[src/rtl/jtlabrun_rom_resp_if.sv]
// CPU ROM request/response and SDRAM slot signals for the main-CPU ROM responder.
// slave = the responder; master = the CPU and SDRAM controller driving it.
interface jtlabrun_rom_resp_if #(
    parameter int AW = 17
);
    logic          rom_cs;
    logic [AW-1:0] rom_addr;
    logic [7:0]    rom_data;
    logic          rom_ok;
    logic          sdram_req;
    logic [21:0]   sdram_addr;
    logic          sdram_ack;
    logic          sdram_rdy;
    logic [31:0]   data_read;

    modport slave (
        input  rom_cs, rom_addr, sdram_ack, sdram_rdy, data_read,
        output rom_data, rom_ok, sdram_req, sdram_addr
    );

    modport master (
        output rom_cs, rom_addr, sdram_ack, sdram_rdy, data_read,
        input  rom_data, rom_ok, sdram_req, sdram_addr
    );
endinterface

[src/rtl/jtlabrun_rom_resp.sv]
// Main-CPU ROM responder: serves bytes from a tagged 32-bit line buffer, refilled over SDRAM req/ack/rdy.
// Latency: hit -> rom_ok one clock after the address has been stable for an edge; miss adds the SDRAM fetch.
// Backpressure: CPU stalls on rom_ok; sdram_req held until sdram_ack. JTLABRUN_ROM_2LINE_EN adds a second line.
module jtlabrun_rom_resp #(
    parameter int          AW     = 17,
    parameter logic [21:0] OFFSET = 22'h0
) (
    input  logic                      clk,
    input  logic                      rstn,
    jtlabrun_rom_resp_if.slave        bus
);
    localparam int TW = AW - 2;

    typedef enum logic [1:0] {
        ST_IDLE = 2'd0,
        ST_REQ  = 2'd1,
        ST_WAIT = 2'd2
    } state_t;

    typedef struct packed {
        logic          vld;
        logic [TW-1:0] tag;
        logic [31:0]   dat;
    } line_t;

    state_t        state_q, state_d;
    line_t         line0_q;
    logic [TW-1:0] cur_tag;
    logic [TW-1:0] fetch_tag_q;
    logic [21:0]   sdram_addr_q;
    logic [AW-1:0] addr_q;
    logic          rom_ok_q;
    logic [7:0]    rom_data_q;
    logic          match0;
    logic          match_any;
    logic          miss;
    logic          fetch_start;
    logic          fill;
    logic          fill0;
    logic [31:0]   sel_dat;
    line_t         fill_line;

    function automatic logic [7:0] pick_byte(input logic [31:0] w, input logic [1:0] b);
        case (b)
            2'd0:    return w[7:0];
            2'd1:    return w[15:8];
            2'd2:    return w[23:16];
            default: return w[31:24];
        endcase
    endfunction

    assign cur_tag   = bus.rom_addr[AW-1:2];
    assign match0    = line0_q.vld && (line0_q.tag == cur_tag);
    assign miss      = bus.rom_cs && !match_any;
    assign fill_line = '{vld: 1'b1, tag: fetch_tag_q, dat: bus.data_read};

`ifdef JTLABRUN_ROM_2LINE_EN
    line_t line1_q;
    logic  rr_q;
    logic  match1;
    logic  fill1;

    assign match1    = line1_q.vld && (line1_q.tag == cur_tag);
    assign match_any = match0 || match1;
    assign sel_dat   = match1 ? line1_q.dat : line0_q.dat;
    assign fill0     = fill && !rr_q;
    assign fill1     = fill && rr_q;

    always_ff @(posedge clk or negedge rstn) begin
        if (!rstn) begin
            line1_q <= '0;
            rr_q    <= 1'b0;
        end else begin
            if (fill1) begin
                line1_q <= fill_line;
            end
            if (fill) begin
                rr_q <= !rr_q;
            end
        end
    end
`else
    assign match_any = match0;
    assign sel_dat   = line0_q.dat;
    assign fill0     = fill;
`endif

    always_ff @(posedge clk or negedge rstn) begin
        if (!rstn) begin
            state_q <= ST_IDLE;
        end else begin
            state_q <= state_d;
        end
    end

    // ack and rdy together in REQ complete the fill without visiting WAIT
    always_comb begin
        state_d     = state_q;
        fetch_start = 1'b0;
        fill        = 1'b0;
        case (state_q)
            ST_IDLE: begin
                if (miss) begin
                    fetch_start = 1'b1;
                    state_d     = ST_REQ;
                end
            end
            ST_REQ: begin
                if (bus.sdram_ack) begin
                    if (bus.sdram_rdy) begin
                        fill    = 1'b1;
                        state_d = ST_IDLE;
                    end else begin
                        state_d = ST_WAIT;
                    end
                end
            end
            ST_WAIT: begin
                if (bus.sdram_rdy) begin
                    fill    = 1'b1;
                    state_d = ST_IDLE;
                end
            end
            default: state_d = ST_IDLE;
        endcase
    end

    always_ff @(posedge clk or negedge rstn) begin
        if (!rstn) begin
            line0_q      <= '0;
            fetch_tag_q  <= '0;
            sdram_addr_q <= OFFSET;
        end else begin
            if (fetch_start) begin
                fetch_tag_q  <= cur_tag;
                sdram_addr_q <= OFFSET + 22'({cur_tag, 1'b0});
            end
            if (fill0) begin
                line0_q <= fill_line;
            end
        end
    end

    // rom_ok needs the address to match the one seen on the previous edge
    always_ff @(posedge clk or negedge rstn) begin
        if (!rstn) begin
            addr_q     <= '0;
            rom_ok_q   <= 1'b0;
            rom_data_q <= 8'h00;
        end else begin
            addr_q     <= bus.rom_addr;
            rom_ok_q   <= bus.rom_cs && match_any && (bus.rom_addr == addr_q);
            rom_data_q <= pick_byte(sel_dat, bus.rom_addr[1:0]);
        end
    end

    assign bus.sdram_req  = (state_q == ST_REQ);
    assign bus.sdram_addr = sdram_addr_q;
    assign bus.rom_ok     = rom_ok_q;
    assign bus.rom_data   = rom_data_q;

endmodule

[src/flat_wrapper.sv]
// flat-port wrapper written by rule: the top's interface ports become plain ports
module jtlabrun_rom_resp_flat 
#(
    parameter int          AW     = 17,
    parameter logic [21:0] OFFSET = 22'h0
)
  (clk, rstn, bus_rom_cs, bus_rom_addr, bus_sdram_ack, bus_sdram_rdy, bus_data_read, bus_rom_data, bus_rom_ok, bus_sdram_req, bus_sdram_addr);
  jtlabrun_rom_resp_if #(.AW(AW)) bus_i ();
  input  logic clk;
  input  logic rstn;
  input wire logic [$bits(bus_i.rom_cs)-1:0] bus_rom_cs;
  input wire logic [$bits(bus_i.rom_addr)-1:0] bus_rom_addr;
  input wire logic [$bits(bus_i.sdram_ack)-1:0] bus_sdram_ack;
  input wire logic [$bits(bus_i.sdram_rdy)-1:0] bus_sdram_rdy;
  input wire logic [$bits(bus_i.data_read)-1:0] bus_data_read;
  output wire logic [$bits(bus_i.rom_data)-1:0] bus_rom_data;
  output wire logic [$bits(bus_i.rom_ok)-1:0] bus_rom_ok;
  output wire logic [$bits(bus_i.sdram_req)-1:0] bus_sdram_req;
  output wire logic [$bits(bus_i.sdram_addr)-1:0] bus_sdram_addr;
  assign bus_i.rom_cs = bus_rom_cs;
  assign bus_i.rom_addr = bus_rom_addr;
  assign bus_i.sdram_ack = bus_sdram_ack;
  assign bus_i.sdram_rdy = bus_sdram_rdy;
  assign bus_i.data_read = bus_data_read;
  assign bus_rom_data = bus_i.rom_data;
  assign bus_rom_ok = bus_i.rom_ok;
  assign bus_sdram_req = bus_i.sdram_req;
  assign bus_sdram_addr = bus_i.sdram_addr;
  jtlabrun_rom_resp #(.AW(AW), .OFFSET(OFFSET)) u_core (.clk(clk), .rstn(rstn), .bus(bus_i));
endmodule
[config.mk]
export PLATFORM = sky130hd
export DESIGN_NAME = jtlabrun_rom_resp_flat
export DESIGN_NICKNAME = d
export VERILOG_FILES = /design/src/rtl/jtlabrun_rom_resp_if.sv /design/src/rtl/jtlabrun_rom_resp.sv /design/src/flat_wrapper.sv
export SDC_FILE = /design/constraint.sdc
export NUM_CORES = 1
export LEC_CHECK = 0
export CAP_MARGIN = 20
export CORE_AREA = 2 2 67 116
export DETAILED_ROUTE_END_ITERATION = 10
export DIE_AREA = 0 0 69 118
export GPL_TIMING_DRIVEN = 0
export PLACE_DENSITY = 0.83
export SETUP_SLACK_MARGIN = 0.05
export SLEW_MARGIN = 25
export SYNTH_ARGS = -nofsm -noshare
export SYNTH_HDL_FRONTEND = slang
export SYNTH_SLANG_ARGS = --single-unit
[constraint.sdc]
create_clock -name clk -period 4 [get_ports clk]
set_clock_uncertainty 0.2 [all_clocks]
set_input_delay 0.6 -clock clk [delete_from_list [all_inputs] [get_ports clk]]
set_output_delay 0.6 -clock clk [all_outputs]
set_load 0.03 [all_outputs]
==> run metrics <==
slowest stage delay, CP=0.50 ns; Synth cell types=29; largest net degree at the start of global routing=72; cells along the critical path=clkdlybuf4s50_1 > xnor2_1 > nand4_1 > nor4_4 > nor2_2 > buf_6 > mux2_4; main flop type after synthesis=dfrtp_1; syn_area_per_cell=15.6 sq um; Worst VDD drop=0.501 mV; Initial Utilization=52.9%; share of post-route cells with drive strength above 1=29.1%; number of global-route vias before repair=2502; total routed wire length on the met1 layer=2690 microns; final slew viol count=0; via count=around 2200; Max-Cap Viols=0; Final period util=67.1%; post-synthesis compound-gate area fraction=1.15%; CTS sink cnt=91; final instance area=5030 sq um; antenna violations before repair=0; Worst-Margin Slew=a little under 0.7 ns; CP top delay family=simple AND/OR/NAND/NOR gates; DR WL met2=4220 microns; core box area=7180 sq um; reg2reg path depth=7; post-cts sizing count=0; fmax=373 MHz; largest family of logic cells by synthesized area=multiplexers; Placer Congestion=0.771; Reg2Reg Setup Slack=1.37 ns; routed len/inst=17.4 microns; dpl hpwl=5560 microns; final wirelength=roughly 7500 microns; startpoint types=input port; worst flop-to-flop path endpoint=u_core.sel_dat[14]; WP data required=4.02 ns; critical path class=input port to flop; htree depth=3; post-synthesis mux area share=approximately 24%; fill count=491; first-iteration detailed-routing DRC count=96; crit path to=u_core.fetch_tag_q[12]; chip width=69 microns; met3 wire len=between 400 and 500 microns; Yosys top cell by area=dfrtp_1; P&R area growth vs syn=32.4%; TritonRoute pass-1 iters=4; power per cell area=between 700 and 800 nW/um^2; Yosys reg bits=91; Worst-Skew Late Latency=~0.34 ns; Post-synth ARST share=100%; CP bufs+invs=2; setup TNS=0 ns; cells after synthesis=243; Final WS setup=1.32 ns; I/O Pins=86; Placement Setup Slack=0.927 ns; status=complete, no violations; port bufs=78; Synth top cells by count=91 x dfrtp_1, 52 x mux2_2, 19 x xnor2_1, 13 x xor2_1, 10 x mux2_4; Max FO, Critical Path=10; die span in y=around 120 microns; Syn. warnings=0; leading post-synthesis cells by cell area=dfrtp_1 60%, mux2_2 15%, mux4_2 4.7%; count leader, synth=dfrtp_1; Seq/Total Area, Yosys=60.0%; first-pass GRT wire length=12500 microns; CP startpoint=bus_rom_addr[5]; die footprint=between 8000 and 9000 sq um; Core Util, Final=between 70% and 80%; Hold Path Class=flop to flop; adder-cell share of the synthesized area=less than 1%; Top Layer Used=met4; reg2reg start=u_core.state_q[1]; crit end category=flop; clock slew at reported path FFs=0.06 ns; Rows=41; Synth Area in Simple Gates=under 10%; Levels on crit path=7; CTS Root Cell=clkbuf_16; Slew Limit Headroom=54.8%; Synth Cell Area=3800 sq um; remaining global-route overflow=0; Antenna diodes=0; Post-Synth XOR/XNOR Area=roughly 7.4%; top-area cell type share of the netlist area=60.0%; total leakage power=2.14 nW; TritonCTS Buffers=9; RSZ-0062 raised after global routing=false; nets=around 400; maximum root-to-sink buffer count=2; CTS tree=built; Cell Area, Placed=around 4700 sq um; DRT antenna net count=0; DRC=0; Critical Path Slowest Stage Cell=clkdlybuf4s50_1; Vias/cell=5.21; Worst Path Arrival=2.70 ns; Total GRT Usage=between 20% and 30%; Setup-failing EPs final=0; number of synthesized flops with an enable pin=0; minimum clock period=around 2.7 ns; final hold vios=0
-- cell type report --
| type | count | area (sq um) | share of cell area (%) |
|---|---|---|---|
| tap | 86 | 108 | 2.14 |
| clock inverter | 2 | 10.0 | 0.199 |
| multi-input combinational | 138 | 1430 | 28.4 |
| buffer | 15 | 93.8 | 1.87 |
| clock buffer | 13 | 270 | 5.38 |
| timing repair buffer | 80 | 820 | 16.3 |
| inverter | 5 | 18.8 | 0.373 |
| sequential | 91 | 2280 | 45.3 |
-- worst min path at each step --
stage,from,to,slack [ns],depth (start not counted)
after floorplan,rstn,u_core.addr_q[0],0.10,0
after global placement,u_core.line0_q[47],u_core.line0_q[47],0.26,1
after detailed placement,rstn,u_core.sel_dat[18],0.26,1
after CTS,u_core.line0_q[47],u_core.line0_q[47],0.28,1
after global routing,u_core.sel_dat[20],u_core.sel_dat[20],0.32,1
final,u_core.line0_q[47],u_core.line0_q[47],0.28,1
-- registers in the layout, indices dropped and copies added (netlist names) --
register	flops
u_core.line0_q	16
u_core.addr_q	17
u_core.sel_dat	32
u_core.bus.rom_ok	1
u_core.bus.rom_data	8
u_core.state_q	2
u_core.fetch_tag_q	15
-- power breakdown --
| part | internal (W) | total, W | switching (W) | leakage, nW |
|---|---|---|---|---|
| clock network | 0.000466 | 0.000782 | 0.000316 | 0.141 |
| logic | 0.000794 | 0.00145 | 0.000656 | 0.910 |
| registers | 0.00131 | 0.00153 | 0.000222 | 1.08 |
-- routing by layer --
metal / vias up / track usage (%)
met5: - / 0
met4: 0 / 8.82
met3: 13 / 5.22
met2: 68 / 36.5
met1: 1131 / 21.3
li1: 1030 / -
-- stage by stage --
step	total power (W)	hold slack, ns	cells
after floorplan	0.00247	0.104	249
after global placement	0.00293	0.262	413
after detailed placement	0.00300	0.257	414
after CTS	0.00380	0.279	430
after global routing	0.00396	0.316	430
final	0.00376	0.280	430
-- cell families (layout without fill, tap and decap cells) --
family,Yosys count,count (layout)
mux,70,70
other cells,1,7
flops,91,91
xor+xnor,32,32
simple gates,19,19
compound gates,7,7
buf+inv,20,115
fa+ha+maj,3,3
-- worst register-to-register path, stage by stage, from the launching register on --
cell	delay [ns]
dfrtp_1	0.38
inv_1	0.09
ha_1	0.28
nand2_1	0.05
nor2_1	0.17
buf_1	0.55
buf_2	0.41
mux2_2	0.38
-- cells in the final DEF (no fill, tap or decap), types with 3 or more instances in the layout --
| cell type | instances |
|---|---|
| dfrtp_1 | 91 |
| clkdlybuf4s50_1 | 77 |
| mux2_2 | 52 |
| mux4_2 | 8 |
| buf_4 | 7 |
| nand4_1 | 6 |
| inv_1 | 5 |
| xor2_1 | 13 |
| buf_1 | 3 |
| clkbuf_16 | 9 |
| ha_1 | 3 |
| mux2_4 | 10 |
| conb_1 | 7 |
| nor4_1 | 4 |
| buf_2 | 3 |
| xnor2_1 | 19 |
| clkbuf_8 | 3 |
-- timing repair --
action,CTS,global route
buffers inserted,0,0
endpoints found under the setup margin,0,0
endpoints found under the hold margin,20,0
hold buffers,1,0
No activity file was read; power rests on OpenSTA's default activity.
